--- config.mk ---
export PLATFORM = sky130hd
export DESIGN_NAME = pipe_mem_arbiter
export DESIGN_NICKNAME = d
export VERILOG_FILES = /design/src/rtl/pipe_mem_arbiter.sv
export SDC_FILE = /design/constraint.sdc
export NUM_CORES = 1
export LEC_CHECK = 0
export BUFFER_PORTS_ARGS = -buffer_cell sky130_fd_sc_hd__buf_2
export CAP_MARGIN = 20
export CORE_MARGIN = 2
export CORE_UTILIZATION = 46
export DETAILED_ROUTE_END_ITERATION = 8
export PLACE_DENSITY_LB_ADDON = 0.2
export RECOVER_POWER = 50
export SETUP_SLACK_MARGIN = 0.05
export SLEW_MARGIN = 20
export SYNTH_ARGS = -nofsm -noshare
export SYNTH_HDL_FRONTEND = slang
export SYNTH_SLANG_ARGS = --single-unit
--- constraint.sdc ---
create_clock -name clock -period 1.95 [get_ports clock]
set_input_delay 0.195 -clock clock [delete_from_list [all_inputs] [get_ports clock]]
set_output_delay 0.195 -clock clock [all_outputs]
set_load 0.05 [all_outputs]
--- src/rtl/pipe_mem_arbiter.sv ---
`default_nettype none
// ============================================================================
//  Module   : pipe_mem_arbiter
//  Purpose  : Shares a single-port, fixed-latency main memory between the
//             I-cache refill path and the D-cache refill/writeback path.
//             A grant moves one full cache line, word by word, in ascending
//             order. The D side has fixed priority over the I side.
//  Revision : 1.0 - initial release
// ============================================================================
module pipe_mem_arbiter #(
  parameter int WORDS_PER_LINE = 4,
  parameter int MEM_LAT        = 3,
  parameter int IDX_W          = 2
) (
  input  logic             clock,
  input  logic             reset,
  // I-cache refill port
  input  logic             i_req,
  input  logic [31:0]      i_addr,
  output logic             i_rvalid,
  output logic [31:0]      i_rdata,
  output logic             i_done,
  // D-cache refill / writeback port
  input  logic             d_req,
  input  logic             d_we,
  input  logic [31:0]      d_addr,
  input  logic [31:0]      d_wdata,
  output logic             d_wack,
  output logic             d_rvalid,
  output logic [31:0]      d_rdata,
  output logic             d_done,
  // word indices of the current transfers
  output logic [IDX_W-1:0] i_widx,
  output logic [IDX_W-1:0] d_widx,
  // main memory port
  output logic             mem_en,
  output logic             mem_we,
  output logic [31:0]      mem_addr,
  output logic [31:0]      mem_wdata,
  input  logic [31:0]      mem_rdata,
  output logic             busy
);

  // Latency counter must hold 0..MEM_LAT-1, and be at least one bit wide.
  localparam int                 c_LAT_W     = (MEM_LAT > 1) ? $clog2(MEM_LAT) : 1;
  localparam logic [c_LAT_W-1:0] c_LAT_LAST  = c_LAT_W'(MEM_LAT - 1);
  localparam logic [IDX_W-1:0]   c_WORD_LAST = IDX_W'(WORDS_PER_LINE - 1);
  // Clearing these bits yields the line base; the word offset is ORed back
  // into the same bits, so an address never carries out of its line.
  localparam logic [31:0]        c_LINE_MASK = ~(32'(4 * WORDS_PER_LINE - 1));

  typedef enum logic [1:0] {
    S_IDLE = 2'd0,
    S_XFER = 2'd1,
    S_DONE = 2'd2
  } state_t;

  state_t             r_state;
  logic [IDX_W-1:0]   r_k;
  logic [c_LAT_W-1:0] r_lat;
  logic               r_owner_d;
  logic               r_we;
  logic [31:0]        r_base;

  state_t             w_state_nxt;
  logic [IDX_W-1:0]   w_k_nxt;
  logic [c_LAT_W-1:0] w_lat_nxt;
  logic               w_owner_d_nxt;
  logic               w_we_nxt;
  logic [31:0]        w_base_nxt;
  logic               w_word_end;
  logic               w_rd_cap;
  logic               w_xfer_nxt;

  // Write data goes straight through: the cache drives the word selected by
  // d_widx, which is already stable for the whole word access.
  assign mem_wdata = d_wdata;

  // State and transfer-context registers.
  always_ff @(posedge clock) begin
    if (reset) begin
      r_state   <= S_IDLE;
      r_k       <= '0;
      r_lat     <= '0;
      r_owner_d <= 1'b0;
      r_we      <= 1'b0;
      r_base    <= '0;
    end else begin
      r_state   <= w_state_nxt;
      r_k       <= w_k_nxt;
      r_lat     <= w_lat_nxt;
      r_owner_d <= w_owner_d_nxt;
      r_we      <= w_we_nxt;
      r_base    <= w_base_nxt;
    end
  end

  // Arbitration, word/latency sequencing and next-state selection.
  always_comb begin
    w_state_nxt   = r_state;
    w_k_nxt       = r_k;
    w_lat_nxt     = r_lat;
    w_owner_d_nxt = r_owner_d;
    w_we_nxt      = r_we;
    w_base_nxt    = r_base;
    w_word_end    = 1'b0;
    case (r_state)
      S_IDLE: begin
        if (d_req) begin
          w_owner_d_nxt = 1'b1;
          w_we_nxt      = d_we;
          w_base_nxt    = d_addr & c_LINE_MASK;
          w_k_nxt       = '0;
          w_lat_nxt     = '0;
          w_state_nxt   = S_XFER;
        end else if (i_req) begin
          w_owner_d_nxt = 1'b0;
          w_we_nxt      = 1'b0;
          w_base_nxt    = i_addr & c_LINE_MASK;
          w_k_nxt       = '0;
          w_lat_nxt     = '0;
          w_state_nxt   = S_XFER;
        end
      end
      S_XFER: begin
        if (r_lat == c_LAT_LAST) begin
          w_word_end = 1'b1;
          w_lat_nxt  = '0;
          if (r_k == c_WORD_LAST) begin
            w_state_nxt = S_DONE;
          end else begin
            w_k_nxt = r_k + 1'b1;
          end
        end else begin
          w_lat_nxt = r_lat + 1'b1;
        end
      end
      S_DONE: begin
        w_state_nxt = S_IDLE;
      end
      default: begin
        w_state_nxt = S_IDLE;
      end
    endcase
  end

  // Read data is captured on the last cycle of each word of a refill.
  assign w_rd_cap   = (r_state == S_XFER) && w_word_end && !r_we;
  assign w_xfer_nxt = (w_state_nxt == S_XFER);

  // Registered outputs, derived from the next transfer context so they line
  // up exactly with the cycle the state machine is in.
  always_ff @(posedge clock) begin
    if (reset) begin
      mem_en   <= 1'b0;
      mem_we   <= 1'b0;
      mem_addr <= '0;
      d_wack   <= 1'b0;
      i_rvalid <= 1'b0;
      d_rvalid <= 1'b0;
      i_rdata  <= '0;
      d_rdata  <= '0;
      i_widx   <= '0;
      d_widx   <= '0;
      i_done   <= 1'b0;
      d_done   <= 1'b0;
      busy     <= 1'b0;
    end else begin
      mem_en   <= w_xfer_nxt;
      mem_we   <= w_xfer_nxt && w_we_nxt;
      mem_addr <= w_xfer_nxt ? (w_base_nxt | (32'(w_k_nxt) << 2)) : 32'd0;
      d_wack   <= w_xfer_nxt && w_we_nxt && (w_lat_nxt == c_LAT_LAST);
      i_rvalid <= w_rd_cap && !r_owner_d;
      d_rvalid <= w_rd_cap && r_owner_d;
      i_done   <= (w_state_nxt == S_DONE) && !w_owner_d_nxt;
      d_done   <= (w_state_nxt == S_DONE) && w_owner_d_nxt;
      busy     <= (w_state_nxt != S_IDLE);
      if (w_rd_cap && !r_owner_d) begin
        i_rdata <= mem_rdata;
        i_widx  <= r_k;
      end
      if (w_rd_cap && r_owner_d) begin
        d_rdata <= mem_rdata;
        d_widx  <= r_k;
      end
      // A writeback shows its word index for the whole word access.
      if (w_xfer_nxt && w_we_nxt) begin
        d_widx <= w_k_nxt;
      end
    end
  end

endmodule
`default_nettype wire

==> impl_metrics.yaml <==
status:
  status: "complete, no violations"
layout:
  finalNonFillerCells: 990
  fillers: 1120
  area_growth_pct: 23.9
  finalNetCount: 963
  diodes: 0
  drive_gt1_frac: 0.173
global_routing:
  grt.overflow.total: 0
  first_global_vias: 4976
  antenna_found_initial: 0
  grt_pass1_wl_um: 23100
  grt_max_degree: 73
  grt.total_usage: 0.218
critical_path:
  worst-path-buf-inv: 1
  worstPathMaxFanout: 28
  critical_path_arrival_ps: 2070
  endpoint_kind: "register"
  worstPathRequired_ps: 2300
  slowest_delay_ps: 390
  worst_setup_path_start_kind: "register"
  cp_slowest_cell: "a21boi_0"
  critical_path_class: "register to register"
  path_cells: "nor2_1, buf_4, nand2_1, a21boi_0, and2_1"
  rrSetupSlack_ps: 240
  critPathTopFamily: "simple AND/OR/NAND/NOR gates"
power:
  peakVddDrop_mv: 0.615
  switchingPower_mw: 1.83
  p_leak_nw: 2.67
  powerDensity_nw_per_um2: 1070
  power.internal_mw: 5.71
  switching_share: 0.243
  power_mw: 7.54
  p_seq_frac: 0.426
  combPwrFrac: 0.110
  pwr-share-clk: 0.464
logic_synthesis:
  postSynthCellCount: 679
  syn_nets: 812
  yosysSeqAreaShare: 0.522
  synth_cell_types: 37
  ys_seq_elements: 148
  syn_area_um2: 5680
  ys_warn_count: 0
  avgSynthCellArea_um2: 8.36
clock_tree:
  postCtsSetupBuffers: 0
  cts_resized: 0
  clk_latency_ps: 410
  cts_buffer_depth: 2
  cts.clk_slew.worst_paths_ps: 60
  numCtsBuffers: 17
  cts_root_buffer: "clkbuf_16"
  cts_hold_buf: 0
  clkSinkCount: 148
  cts_tree: "yes"
  htree_levels: 4
floorplanning:
  dieHeight_um: 115
  die_w_um: 115
  num_rows: 40
  core-area_um2: 12000
  die_area_um2: 13300
  num_io_pins: 273
  start_util: 0.473
detailed_routing:
  ant_nets: 0
  vias: 5203
  met3WireLength_um: 1040
  wl_met2_um: 6560
  met1_length_um: 6430
  wl_per_cell_um: 14.4
  drt_iter0_markers: 342
  vias_per_cell: 5.26
  dr.max_layer_used: "met4"
  dr.pass1.iters: 6
  drc: 0
  totalWireLength_um: 14300
placement:
  gp_congestion: 0.789
  io_buffer_count: 200
  numPlacedInstances: 958
  dp_hpwl_um: 9670
hold_path:
  min_path_type: "primary input to register"
timing:
  tns_ps: 0
  slew_violations: 0
  fmaxAchievable_ghz: 0.583
  min_period_ps: 1710
  rsz0062_at_grt: "no"
  setup_violations: 0
  skew_ps: 6.11
  hold_viol: 0
  fin_crit_sh: 0.879
  slew_headroom: 0.542
  tightestPinTransition_ps: 690
job:
  drv_cap: 0
==> path summary, 6_finish.rpt <==
check                                   start     endpoint  depth (start not counted)
worst min-delay path            mem_rdata[19]  i_rdata[19]                          3
worst min register to register    i_rdata[23]  i_rdata[23]                          2
worst max register to register     r_state[1]       i_done                          5
worst max-delay path               r_state[1]       i_done                          5
==> worst register-to-register path, cell delays in order, from the launching register on <==
cell and delay, ps:
dfxtp_1 360, nor2_1 300, buf_4 340, nand2_1 80, a21boi_0 390, and2_1 190
==> sequential cells by signal (all words and copies together) (netlist names), 32 cells and up <==
name and flops:
d_rdata 32, i_rdata 32, mem_addr 32, r_base 32
==> synthesized netlist by cell type <==
| master | instances | share of area |
|---|---|---|
| a211oi_1 | 31 | 0.041 |
| a21boi_0 | 2 | 0.0026 |
| a21oi_1 | 98 | 0.086 |
| a221oi_1 | 1 | 0.0015 |
| a22oi_1 | 1 | 0.0013 |
| a32o_1 | 1 | 0.0018 |
| a32oi_1 | 1 | 0.0015 |
| and2_1 | 8 | 0.0088 |
| and3_1 | 2 | 0.0022 |
| and3b_1 | 2 | 0.0031 |
| and4bb_1 | 1 | 0.0022 |
| buf_1 | 3 | 0.0020 |
| buf_2 | 17 | 0.015 |
| buf_4 | 39 | 0.052 |
| buf_6 | 1 | 0.0020 |
| clkbuf_1 | 27 | 0.018 |
| dfxtp_1 | 148 | 0.52 |
| inv_1 | 2 | 0.0013 |
| mux2_2 | 1 | 0.0020 |
| mux2i_1 | 1 | 0.0018 |
| nand2_1 | 141 | 0.093 |
| nand2b_1 | 2 | 0.0022 |
| nand3_1 | 1 | 0.00088 |
| nand3b_1 | 14 | 0.019 |
| nand4b_1 | 2 | 0.0031 |
| nor2_1 | 57 | 0.038 |
| nor2_2 | 1 | 0.0011 |
| nor2_4 | 1 | 0.0020 |
| nor2b_1 | 2 | 0.0022 |
| nor3_1 | 26 | 0.023 |
| nor4_1 | 14 | 0.015 |
| nor4b_1 | 1 | 0.0015 |
| o21ai_0 | 12 | 0.011 |
| o21bai_1 | 1 | 0.0013 |
| o22ai_1 | 15 | 0.017 |
| o31ai_2 | 1 | 0.0022 |
| or2_1 | 1 | 0.0011 |
==> power groups by stage <==
stage          Combinational [mW]  Sequential (mW)  Clock [mW]
3_3_place_gp                0.830             3.27           0
6_report                    0.830             3.21        3.49
4_1_cts                     0.852             3.21        3.57
2_1_floorplan               0.546             3.49           0
5_1_grt                     0.911             3.22        3.71
3_5_place_dp                0.847             3.27           0
==> through the flow <==
| stage | worst slack (ps) | cell area (µm²) | util | hold slack (ps) |
|---|---|---|---|---|
| floorplan | 465 | 5680 | - | 275 |
| global placement | 351 | 6530 | 0.544 | 390 |
| finish | 236 | 7040 | 0.586 | 30.5 |
| CTS | 282 | 7180 | 0.598 | 9.51 |
| detailed placement | 299 | 6530 | 0.544 | 390 |
| global route | 76.4 | 7040 | 0.586 | 20.4 |
==> per-layer routing <==
layer	vias up	GRT usage
met5	-	0
met4	0	0.0916
met3	21	0.0659
met2	206	0.357
met1	2387	0.269
li1	2589	-
==> layout by cell type, fill, tap and decap left out, types with 2 or more instances in the layout <==
| master | n |
|---|---|
| a21boi_0 | 2 |
| bufinv_16 | 4 |
| dfxtp_1 | 148 |
| nand3b_1 | 14 |
| inv_1 | 2 |
| clkinv_2 | 4 |
| buf_2 | 92 |
| nor2_1 | 58 |
| and2_1 | 8 |
| clkbuf_8 | 5 |
| clkbuf_1 | 108 |
| o21ai_0 | 12 |
| a211oi_1 | 31 |
| a21oi_1 | 98 |
| nor3_1 | 26 |
| nand4b_1 | 2 |
| o22ai_1 | 15 |
| nand2_1 | 141 |
| clkbuf_16 | 17 |
| nand2b_1 | 2 |
| and3_1 | 2 |
| buf_4 | 18 |
| and3b_1 | 2 |
| nor2b_1 | 2 |
| nor4_1 | 14 |
| buf_12 | 2 |
==> cell type report <==
class / count / area, µm² / share of cell area
inverter: 2 / 7.51 / 0.00107
tap: 147 / 184 / 0.0261
clock buffer: 23 / 498 / 0.0708
sequential: 148 / 2960 / 0.421
clock inverter: 9 / 148 / 0.0210
timing repair buffer: 219 / 1040 / 0.147
multi-input combinational: 442 / 2200 / 0.313
==> kinds of logic after synthesis <==
kind of cell,after synthesis,share of synthesized area
buf+inv,89,0.0897
mux,2,0.00375
compound gates,164,0.167
simple gates,276,0.218
flops,148,0.522
No activity file was read; power rests on OpenSTA's default activity.
